==> src/rtl/clic_lite_pkg.sv <==
// Shared types for the CLIC-lite interrupt source block:
// per-line configuration record and handshake FSM states.
package clic_lite_pkg;

    typedef struct packed {
        logic       ie;
        logic       edge_trig;
        logic [7:0] level;
        logic [1:0] priv;
        logic       shv;
    } irq_cfg_t;

    typedef enum logic [1:0] {
        IDLE,
        PRESENT,
        KILL
    } clic_state_e;

endpackage

==> src/rtl/clic_lite_arb.sv <==
// Combinational max-tree arbiter: highest level wins, ties go to highest id.
// Ports: elig/level per line in; win_valid/win_id/win_level out.
module clic_lite_arb #(
    parameter int unsigned NumIrq   = 64,
    parameter int unsigned IdWidth  = $clog2(NumIrq),
    parameter int unsigned LvlWidth = 8
) (
    input  logic [NumIrq-1:0]               elig,
    input  logic [NumIrq-1:0][LvlWidth-1:0] level,
    output logic                            win_valid,
    output logic [IdWidth-1:0]              win_id,
    output logic [LvlWidth-1:0]             win_level
);

    localparam int unsigned Leaves = 1 << IdWidth;

    typedef struct packed {
        logic                valid;
        logic [LvlWidth-1:0] level;
        logic [IdWidth-1:0]  id;
    } cand_t;

    // hi always carries the larger id, so >= resolves ties toward it
    function automatic cand_t pick(cand_t lo, cand_t hi);
        if (hi.valid && (!lo.valid || hi.level >= lo.level)) return hi;
        return lo;
    endfunction

    for (genvar l = 0; l <= IdWidth; l++) begin : g_lvl
        localparam int unsigned W = Leaves >> l;
        cand_t node [W];
        for (genvar i = 0; i < W; i++) begin : g_node
            if (l == 0) begin : g_leaf
                if (i < NumIrq) begin : g_real
                    assign node[i] = {elig[i], level[i], IdWidth'(i)};
                end else begin : g_pad
                    assign node[i] = '0;
                end
            end else begin : g_max
                assign node[i] = pick(g_lvl[l-1].node[2*i],
                                      g_lvl[l-1].node[2*i+1]);
            end
        end
    end

    assign win_valid = g_lvl[IdWidth].node[0].valid;
    assign win_id    = g_lvl[IdWidth].node[0].id;
    assign win_level = g_lvl[IdWidth].node[0].level;

endmodule

==> src/rtl/cva6_clic_lite.sv <==
// CLIC-lite interrupt source: per-line cfg/pending, level arbitration,
// clic_irq valid/ready presentation and clic_kill req/ack withdrawal.
module cva6_clic_lite
    import clic_lite_pkg::*;
#(
    parameter int unsigned NumIrq   = 64,
    parameter int unsigned IdWidth  = $clog2(NumIrq),
    parameter int unsigned LvlWidth = 8
) (
    input  logic                clk_i,
    input  logic                rst_ni,
    input  logic [NumIrq-1:0]   irq_src_i,
    input  logic [LvlWidth-1:0] thresh_i,
    input  logic                cfg_we_i,
    input  logic [IdWidth-1:0]  cfg_id_i,
    input  irq_cfg_t            cfg_i,
    input  logic                cfg_clr_pend_i,
    output logic                clic_irq_valid_o,
    input  logic                clic_irq_ready_i,
    output logic [IdWidth-1:0]  clic_irq_id_o,
    output logic [LvlWidth-1:0] clic_irq_level_o,
    output logic [1:0]          clic_irq_priv_o,
    output logic                clic_irq_shv_o,
    output logic                clic_kill_req_o,
    input  logic                clic_kill_ack_i
);

    irq_cfg_t                    cfg_q [NumIrq];
    logic [NumIrq-1:0]           src_q, pend_q;
    logic [NumIrq-1:0]           elig, set, clr;
    logic [NumIrq-1:0][LvlWidth-1:0] lvl;
    clic_state_e                 state_q;
    logic                        win_valid;
    logic [IdWidth-1:0]          win_id;
    logic [LvlWidth-1:0]         win_level;
    logic                        accept, kill;

    assign accept = (state_q == PRESENT) && clic_irq_ready_i;

    always_comb begin
        elig = '0;
        set  = '0;
        clr  = '0;
        lvl  = '0;
        for (int i = 0; i < NumIrq; i++) begin
            lvl[i]  = cfg_q[i].level;
            elig[i] = pend_q[i] && cfg_q[i].ie && (cfg_q[i].level > thresh_i);
            set[i]  = irq_src_i[i] && !src_q[i];
            clr[i]  = (accept && clic_irq_id_o == IdWidth'(i))
                   || (cfg_we_i && cfg_clr_pend_i && cfg_id_i == IdWidth'(i));
        end
    end

    // Withdraw if the presented line lost eligibility or is outranked
    assign kill = !elig[clic_irq_id_o]
               || (win_valid && win_level > clic_irq_level_o);

    clic_lite_arb #(
        .NumIrq  (NumIrq),
        .IdWidth (IdWidth),
        .LvlWidth(LvlWidth)
    ) i_arb (
        .elig     (elig),
        .level    (lvl),
        .win_valid(win_valid),
        .win_id   (win_id),
        .win_level(win_level)
    );

    always_ff @(posedge clk_i or negedge rst_ni) begin
        if (!rst_ni) begin
            for (int i = 0; i < NumIrq; i++) cfg_q[i] <= '0;
            src_q  <= '0;
            pend_q <= '0;
        end else begin
            src_q <= irq_src_i;
            if (cfg_we_i) cfg_q[cfg_id_i] <= cfg_i;
            for (int i = 0; i < NumIrq; i++) begin
                if (cfg_q[i].edge_trig)
                    pend_q[i] <= set[i] || (pend_q[i] && !clr[i]);
                else
                    pend_q[i] <= src_q[i];
            end
        end
    end

    always_ff @(posedge clk_i or negedge rst_ni) begin
        if (!rst_ni) begin
            state_q          <= IDLE;
            clic_irq_valid_o <= 1'b0;
            clic_irq_id_o    <= '0;
            clic_irq_level_o <= '0;
            clic_irq_priv_o  <= '0;
            clic_irq_shv_o   <= 1'b0;
            clic_kill_req_o  <= 1'b0;
        end else begin
            unique case (state_q)
                IDLE: begin
                    if (win_valid) begin
                        clic_irq_valid_o <= 1'b1;
                        clic_irq_id_o    <= win_id;
                        clic_irq_level_o <= win_level;
                        clic_irq_priv_o  <= cfg_q[win_id].priv;
                        clic_irq_shv_o   <= cfg_q[win_id].shv;
                        state_q          <= PRESENT;
                    end
                end
                PRESENT: begin
                    if (clic_irq_ready_i) begin
                        clic_irq_valid_o <= 1'b0;
                        state_q          <= IDLE;
                    end else if (kill) begin
                        clic_irq_valid_o <= 1'b0;
                        clic_kill_req_o  <= 1'b1;
                        state_q          <= KILL;
                    end
                end
                KILL: begin
                    if (clic_kill_ack_i) begin
                        clic_kill_req_o <= 1'b0;
                        state_q         <= IDLE;
                    end
                end
                default: state_q <= IDLE;
            endcase
        end
    end

endmodule

==> config.mk <==
export PLATFORM = sky130hd
export DESIGN_NAME = cva6_clic_lite
export DESIGN_NICKNAME = d
export VERILOG_FILES = /design/src/rtl/clic_lite_pkg.sv /design/src/rtl/clic_lite_arb.sv /design/src/rtl/cva6_clic_lite.sv
export SDC_FILE = /design/constraint.sdc
export NUM_CORES = 2
export LEC_CHECK = 0
export ABC_AREA = 1
export CAP_MARGIN = 40
export CORE_AREA = 2 2 335 337
export DETAILED_ROUTE_END_ITERATION = 16
export DIE_AREA = 0 0 337 339
export PLACE_DENSITY = 0.91
export SLEW_MARGIN = 10
export SYNTH_ARGS = -nofsm -noshare
export SYNTH_HDL_FRONTEND = slang
export SYNTH_SLANG_ARGS = --single-unit
==> constraint.sdc <==
create_clock -name clk_i -period 21.6 [get_ports clk_i]
set_input_delay 4.32 -clock clk_i [delete_from_list [all_inputs] [get_ports clk_i]]
set_output_delay 4.32 -clock clk_i [all_outputs]
set_load 0.05 [all_outputs]
# Word level (Yosys, flattened, before mapping)
# Index checks and enable logic that the tools add are counted.
# totals
input_bits	97
out_inout_bits	19
regBits	981
elab_cells	1714
# classes
magnitude_cmp	132
muxes	274
n_reduce_logical	844
bitwise_logic	2
eq_ne	133
# ops
operator	count
$mux 15	126
$bwmux 832	1
$gt 8x8->1	65
$ge 8x8->1	63
$logic_and 1x1->1	451
$eq 6x6->1 const B	64
$eq 6x5->1 const B	32
$logic_not 1->1	192
$logic_or 1x1->1	192
$mux 1	134
$eq 6x4->1 const B	16
$bmux 13 s6	1
$demux 13 s6	1
$eq 6x3->1 const B	8
$eq 6x2->1 const B	4
$ge 7x7->1 const B	2
$not 6->7	2
$mux 13	1
$eq 6x1->1 const B	2
$logic_not 6->1	2
$mux 2	4
$lt 6x7->1 const B	1
$lt 7x1->1 const B	1
$bmux 1 s6	1
13 further kinds	19

# Longest topological paths before layout
# depth
ltp_word	38
depth_mapped	87

# Hierarchy
# A second synthesis with hierarchy kept.
# unflattened
hier_cells	10115
hier_area_um2	73924.6
# by_module_without_submodules
mod	cells_per_inst	area_each_um2	seq_area_each_um2	instances
cva6_clic_lite	6024	50860.0	24548.5	1
clic_lite_arb	4091	23064.6	0.0	1

# Least setup slack after synthesis
# Ideal clock, no wire load.
# synth_path
path_kind	in2reg
startpoint	input port thresh_i[3]
endpoint	register state_q[1]
slack_ns	6.235
t_arrival_ns	15.239
path_stages	71
setup_ns	0.126
n_path_buf	9
cell_sequence	inv_1 ha_1 nand2_1 inv_1 nand2_1 nor2_1 a21oi_1 nand2_1 o21ai_2 inv_1 buf_2 nand2_1 o21ai_0 ha_1 nand2_1 nor4_1 nor2_1 nand2_1 (+35 left out) a21oi_1 o21ai_0 a211oi_1 nand2_2 nand2_4 inv_2 buf_2 clkbuf_1 nand2_1 o21ai_2 ha_1 nand2_1 inv_1 nand3_1 o311ai_0 nand2_1 nand2_1 o21ai_0
# synth_lines
element	line_no	rtl
start, declared	cva6_clic_lite.sv:13	input logic [LvlWidth-1:0] thresh_i,
end signal, assigned	cva6_clic_lite.sv:89	state_q <= IDLE;
end signal, assigned	cva6_clic_lite.sv:105	state_q <= PRESENT;
end signal, assigned	cva6_clic_lite.sv:111	state_q <= IDLE;
end, declared	cva6_clic_lite.sv:32	clic_state_e state_q;

# Worst setup path after layout
# layout_path
startpoint	input port thresh_i[3]
endpoint	register clic_irq_shv_o
# layout_via
elab_chain_len	36
word_cells_on_any_way	542
classes_between	order compare: 95; mux: 192; bitwise: 1; reduce/logical: 254
# layout_lines
element	line_no	rtl
$gt 8x8->1	cva6_clic_lite.sv:47	elig[i] = pend_q[i] && cfg_q[i].ie && (cfg_q[i].level > thresh_i);
$logic_and 1x1->1	cva6_clic_lite.sv:47	
$logic_not 1->1	clic_lite_arb.sv:25	if (hi.valid && (!lo.valid || hi.level >= lo.level)) return hi;
$logic_or 1x1->1	clic_lite_arb.sv:25	
$logic_and 1x1->1	clic_lite_arb.sv:25	
$mux 1	clic_lite_arb.sv:25	
$mux 15	clic_lite_arb.sv:26	return lo;
$ge 8x8->1 / $logic_not 1->1 (equally long branches)	clic_lite_arb.sv:25	
(+19 left out)	n/a	
$ge 8x8->1 / $logic_not 1->1 (equally long branches)	clic_lite_arb.sv:25	
$logic_or 1x1->1	clic_lite_arb.sv:25	
$logic_and 1x1->1	clic_lite_arb.sv:25	
$mux 1	clic_lite_arb.sv:25	
$mux 15 (*)	clic_lite_arb.sv:26	
$not 6->7 (implied by the code)	cva6_clic_lite.sv:104	clic_irq_shv_o <= cfg_q[win_id].shv;
$bmux 13 s6	cva6_clic_lite.sv:104	
$mux 3 (implied by the code) (2 in series)	cva6_clic_lite.sv:104	
end signal, assigned	cva6_clic_lite.sv:104	
end, declared	cva6_clic_lite.sv:23	output logic clic_irq_shv_o,
# Mark *: on every way between the ends. The rest lies on a longest branch, timed or not. The select of a mux whose other input is x is not followed.
# A chain may end at the register's enable or synchronous reset.

==> impl_metrics.csv <==
group,metric,value,unit
sta,max_freq,0.0535,GHz
global_routing,busiest_layer,"met2",
yosys,synth_cell_types,54,
sta,timing.final.hold_violations,0,
placement,port-buffer-count,115,
drt,drt-total-wl,254000,um
sta,finalSetupTns,0,ns
floorplanning,rows,122,
sta,rsz0062_at_grt,"false",
floorplanning,dieArea,0.114,mm^2
yosys,syn_avg_cell_area,7.41,um^2
critical_path,cp_data_arrival_time,19.30,ns
global_routing,track_usage,44.1,%
layout,final_cells,11100,
global_routing,grt_pass1_wl,384000,um
drt,first_pass_iters,8,
power_and_ir_drop,power_per_cell_area,106,mW/mm^2
critical_path,cp.depth,68,
placement,dp.cells,10900,
drt,drtIter0Drc,8482,
yosys,synth_area_leaders,"dfrtp_1, ha_1, nand2_1",
clock_tree,tritoncts,"done",
power_and_ir_drop,total_power,8.24,mW
critical_path,reg2reg_depth,65,
layout,fin_area,0.0774,mm^2
yosys,synth_warnings,0,
sta,clock_skew,0.0352,ns
yosys,yosysSeqAreaShare,34.9,%
clock_tree,clock_tree.root_cell,"clkbuf_16",
global_routing,met2_usage,64.4,%
placement,place_area,0.0734,mm^2
yosys,synth_top_cell_by_area,"dfrtp_1",
critical_path,critPathSlowestCell,"nand2_4",
clock_tree,holdBufCountCts,0,
yosys,syn_inst,9497,
critical_path,cp_max_fo,49,
global_routing,grt_max_degree,164,
global_routing,grt_pass1_vias,66200,
critical_path,cp_common_cell,"nand2_1",
floorplanning,ioPinCount,116,
sta,worst_pin_slew,1.05,ns
sta,slew_headroom,29.7,%
job,drv_cap,0,
critical_path,path_delay_family,"simple AND/OR/NAND/NOR gates",
min_path,holdCritStartpoint,"cfg_q[817]",
clock_tree,cts_resized,0,
clock_tree,post_cts_buffers,0,
clock_tree,numCtsBuffers,109,
yosys,netlist_area,0.0704,mm^2
critical_path,end_kind,"flip-flop",
yosys,synth_seq_cells,981,
drt,routed_wire_length_per_instance,22.9,um
sta,setup_viol,0,
floorplanning,initial_utilization,63.8,%
critical_path,cpPeakStageDelay,0.77,ns
power_and_ir_drop,power.leakage,40.2,nW
status,outcome,"completed",
global_routing,gr-usage-met1,56.1,%
layout,n_fill_cell,8617,
layout,nNetsFinal,10600,
global_routing,grt_overflow,0,
yosys,syn-num-nets,10600,
clock_tree,clock_sinks,981,
yosys,synth_top_area_share,34.9,%
clock_tree,insertion_delay,0.74,ns
global_routing,globalRouteMet3Util,12.6,%
power_and_ir_drop,ir_drop,0.147,mV
global_routing,antenna_found_initial,16,
critical_path,crit_type,"primary input to flip-flop",
min_path,hp-class,"flip-flop to flip-flop",
critical_path,r2r_start,"cfg_q[799]",
critical_path,worstPathRequired,22.21,ns
clock_tree,htree_levels,3,
drt,ant_nets,0,
sta,holdWs,0.475,ns
drt,vias,68900,
sta,fin_crit_sh,86.5,%
drt,drc,0,
min_path,min_to,"pend_q[1]",
placement,place_hpwl,185000,um
floorplanning,die_h,339,um
critical_path,worstReg2RegEnd,"clic_irq_shv_o",
critical_path,reg2reg_slack,7.89,ns
clock_tree,clk_path_buf_depth,3,
layout,synthToLayoutAreaGrowth,9.95,%
floorplanning,die_w,337,um
placement,gp_congestion,1.06,
clock_tree,clkTransAtPathRegs,0.06,ns
drt,viasPerCell,6.20,
critical_path,worst_setup_path_start_kind,"primary input",
floorplanning,core-area,0.110,mm^2
critical_path,worst-path-buf-inv,9,
sta,maxSlewViolCount,0,
sta,min_period,18.69,ns
min_path,holdPathStages,1,
layout,drive_gt1_share,4.91,%
-- per-layer routing --
metal / routed length [um] / up-vias
met5: 148 / -
met3: 32400 / 1144
met1: 94700 / 32100
li1: - / 31400
met4: 20000 / 16
met2: 107000 / 4268
-- cell usage after synthesis (all sizes together) --
cell type  number
o22ai           4
a21o           41
nand3b         20
or2             8
a2111oi         1
clkbuf        237
o311ai          3
ha           1024
nand2        2974
buf            91
a21oi         485
nor3           34
clkinv          4
a211oi          5
a22o            3
nor2          485
dfrtp         981
o21ba           1
nor3b           5
o221ai         46
o21ai        1389
o21a           68
nor2b           2
a31oi          57
a221oi         12
nand3         308
nand4          61
o21bai         38
a22oi          11
o211ai          6
o2111ai         5
inv          1074
nor4           14
-- report_power, final --
part | total, mW | leakage (nW) | internal [mW] | switching [mW]
Sequential | 2.36 | 12.5 | 2.10 | 0.261
Combinational | 3.79 | 25.7 | 1.21 | 2.58
Clock | 2.09 | 1.94 | 1.24 | 0.845
Total | 8.24 | 40.2 | 4.56 | 3.69
-- cells in the final DEF (no fill, tap or decap), drive strengths merged, types with 4 or more instances in the layout --
cell type,instances
inv,1073
o211ai,6
diode,19
a31oi,57
nor3,34
o21a,68
a211oi,5
a221oi,12
dfrtp,981
nor2,485
nor3b,5
bufinv,19
nand2,2974
o21ai,1389
o221ai,46
nor4,14
clkbuf,150
buf,127
a21o,41
or2,8
o22ai,4
clkdlybuf4s50,113
nand3,308
nand4,61
nand3b,20
o2111ai,5
a22oi,11
clkinv,36
clkinvlp,4
ha,1024
o21bai,38
a21oi,485
-- metrics by stage --
| step | util, % | worst slack (ns) |
|---|---|---|
| global route | 70.1 | 1.97 |
| global placement | 65.8 | 2.25 |
| detailed placement | 66.5 | 2.74 |
| finish | 70.2 | 2.91 |
| CTS | 70.0 | 3.41 |
| floorplan | - | 6.24 |
-- worst max-delay path by stage --
stage / startpoint / endpoint / slack [ns]
3_3_place_gp: thresh_i[2] / clic_irq_priv_o[1] / 2.25
4_1_cts: thresh_i[3] / clic_irq_shv_o / 3.41
5_1_grt: thresh_i[3] / clic_irq_shv_o / 1.97
6_report: thresh_i[3] / clic_irq_shv_o / 2.91
2_1_floorplan: thresh_i[3] / state_q[1] / 6.24
3_5_place_dp: thresh_i[3] / clic_irq_shv_o / 2.74
-- kinds of logic (layout without fill, tap and decap cells) --
kind of cell | after synthesis | in the layout | synth area share, %
flops | 981 | 981 | 34.9
simple gates | 3911 | 3911 | 22.4
fa+ha+maj | 1024 | 1024 | 18.2
other cells | 0 | 19 | 0
compound gates | 2175 | 2175 | 16.8
buf+inv | 1406 | 1522 | 7.81
-- registers in the layout, indices dropped and copies added, names as in the netlist --
name / cells
state_q: 2
clic_irq_priv_o: 2
clic_kill_req_o: 1
cfg_q: 832
clic_irq_id_o: 6
clic_irq_level_o: 8
pend_q: 64
clic_irq_shv_o: 1
clic_irq_valid_o: 1
src_q: 64
-- cell type report --
cell class                      instances  area [um^2]  share of cell area (%)
Antenna cell                           19         47.5                  0.0614
Clock buffer                          150         3150                    4.06
Clock inverter                         54          805                    1.04
Inverter                             1078         4060                    5.24
Multi-Input combinational cell       7110        40400                    52.2
Sequential cell                       981        24500                    31.7
Tap cell                             1488         1860                    2.40
Timing Repair Buffer                  240         2560                    3.31
(Power assumes the default switching activity.)
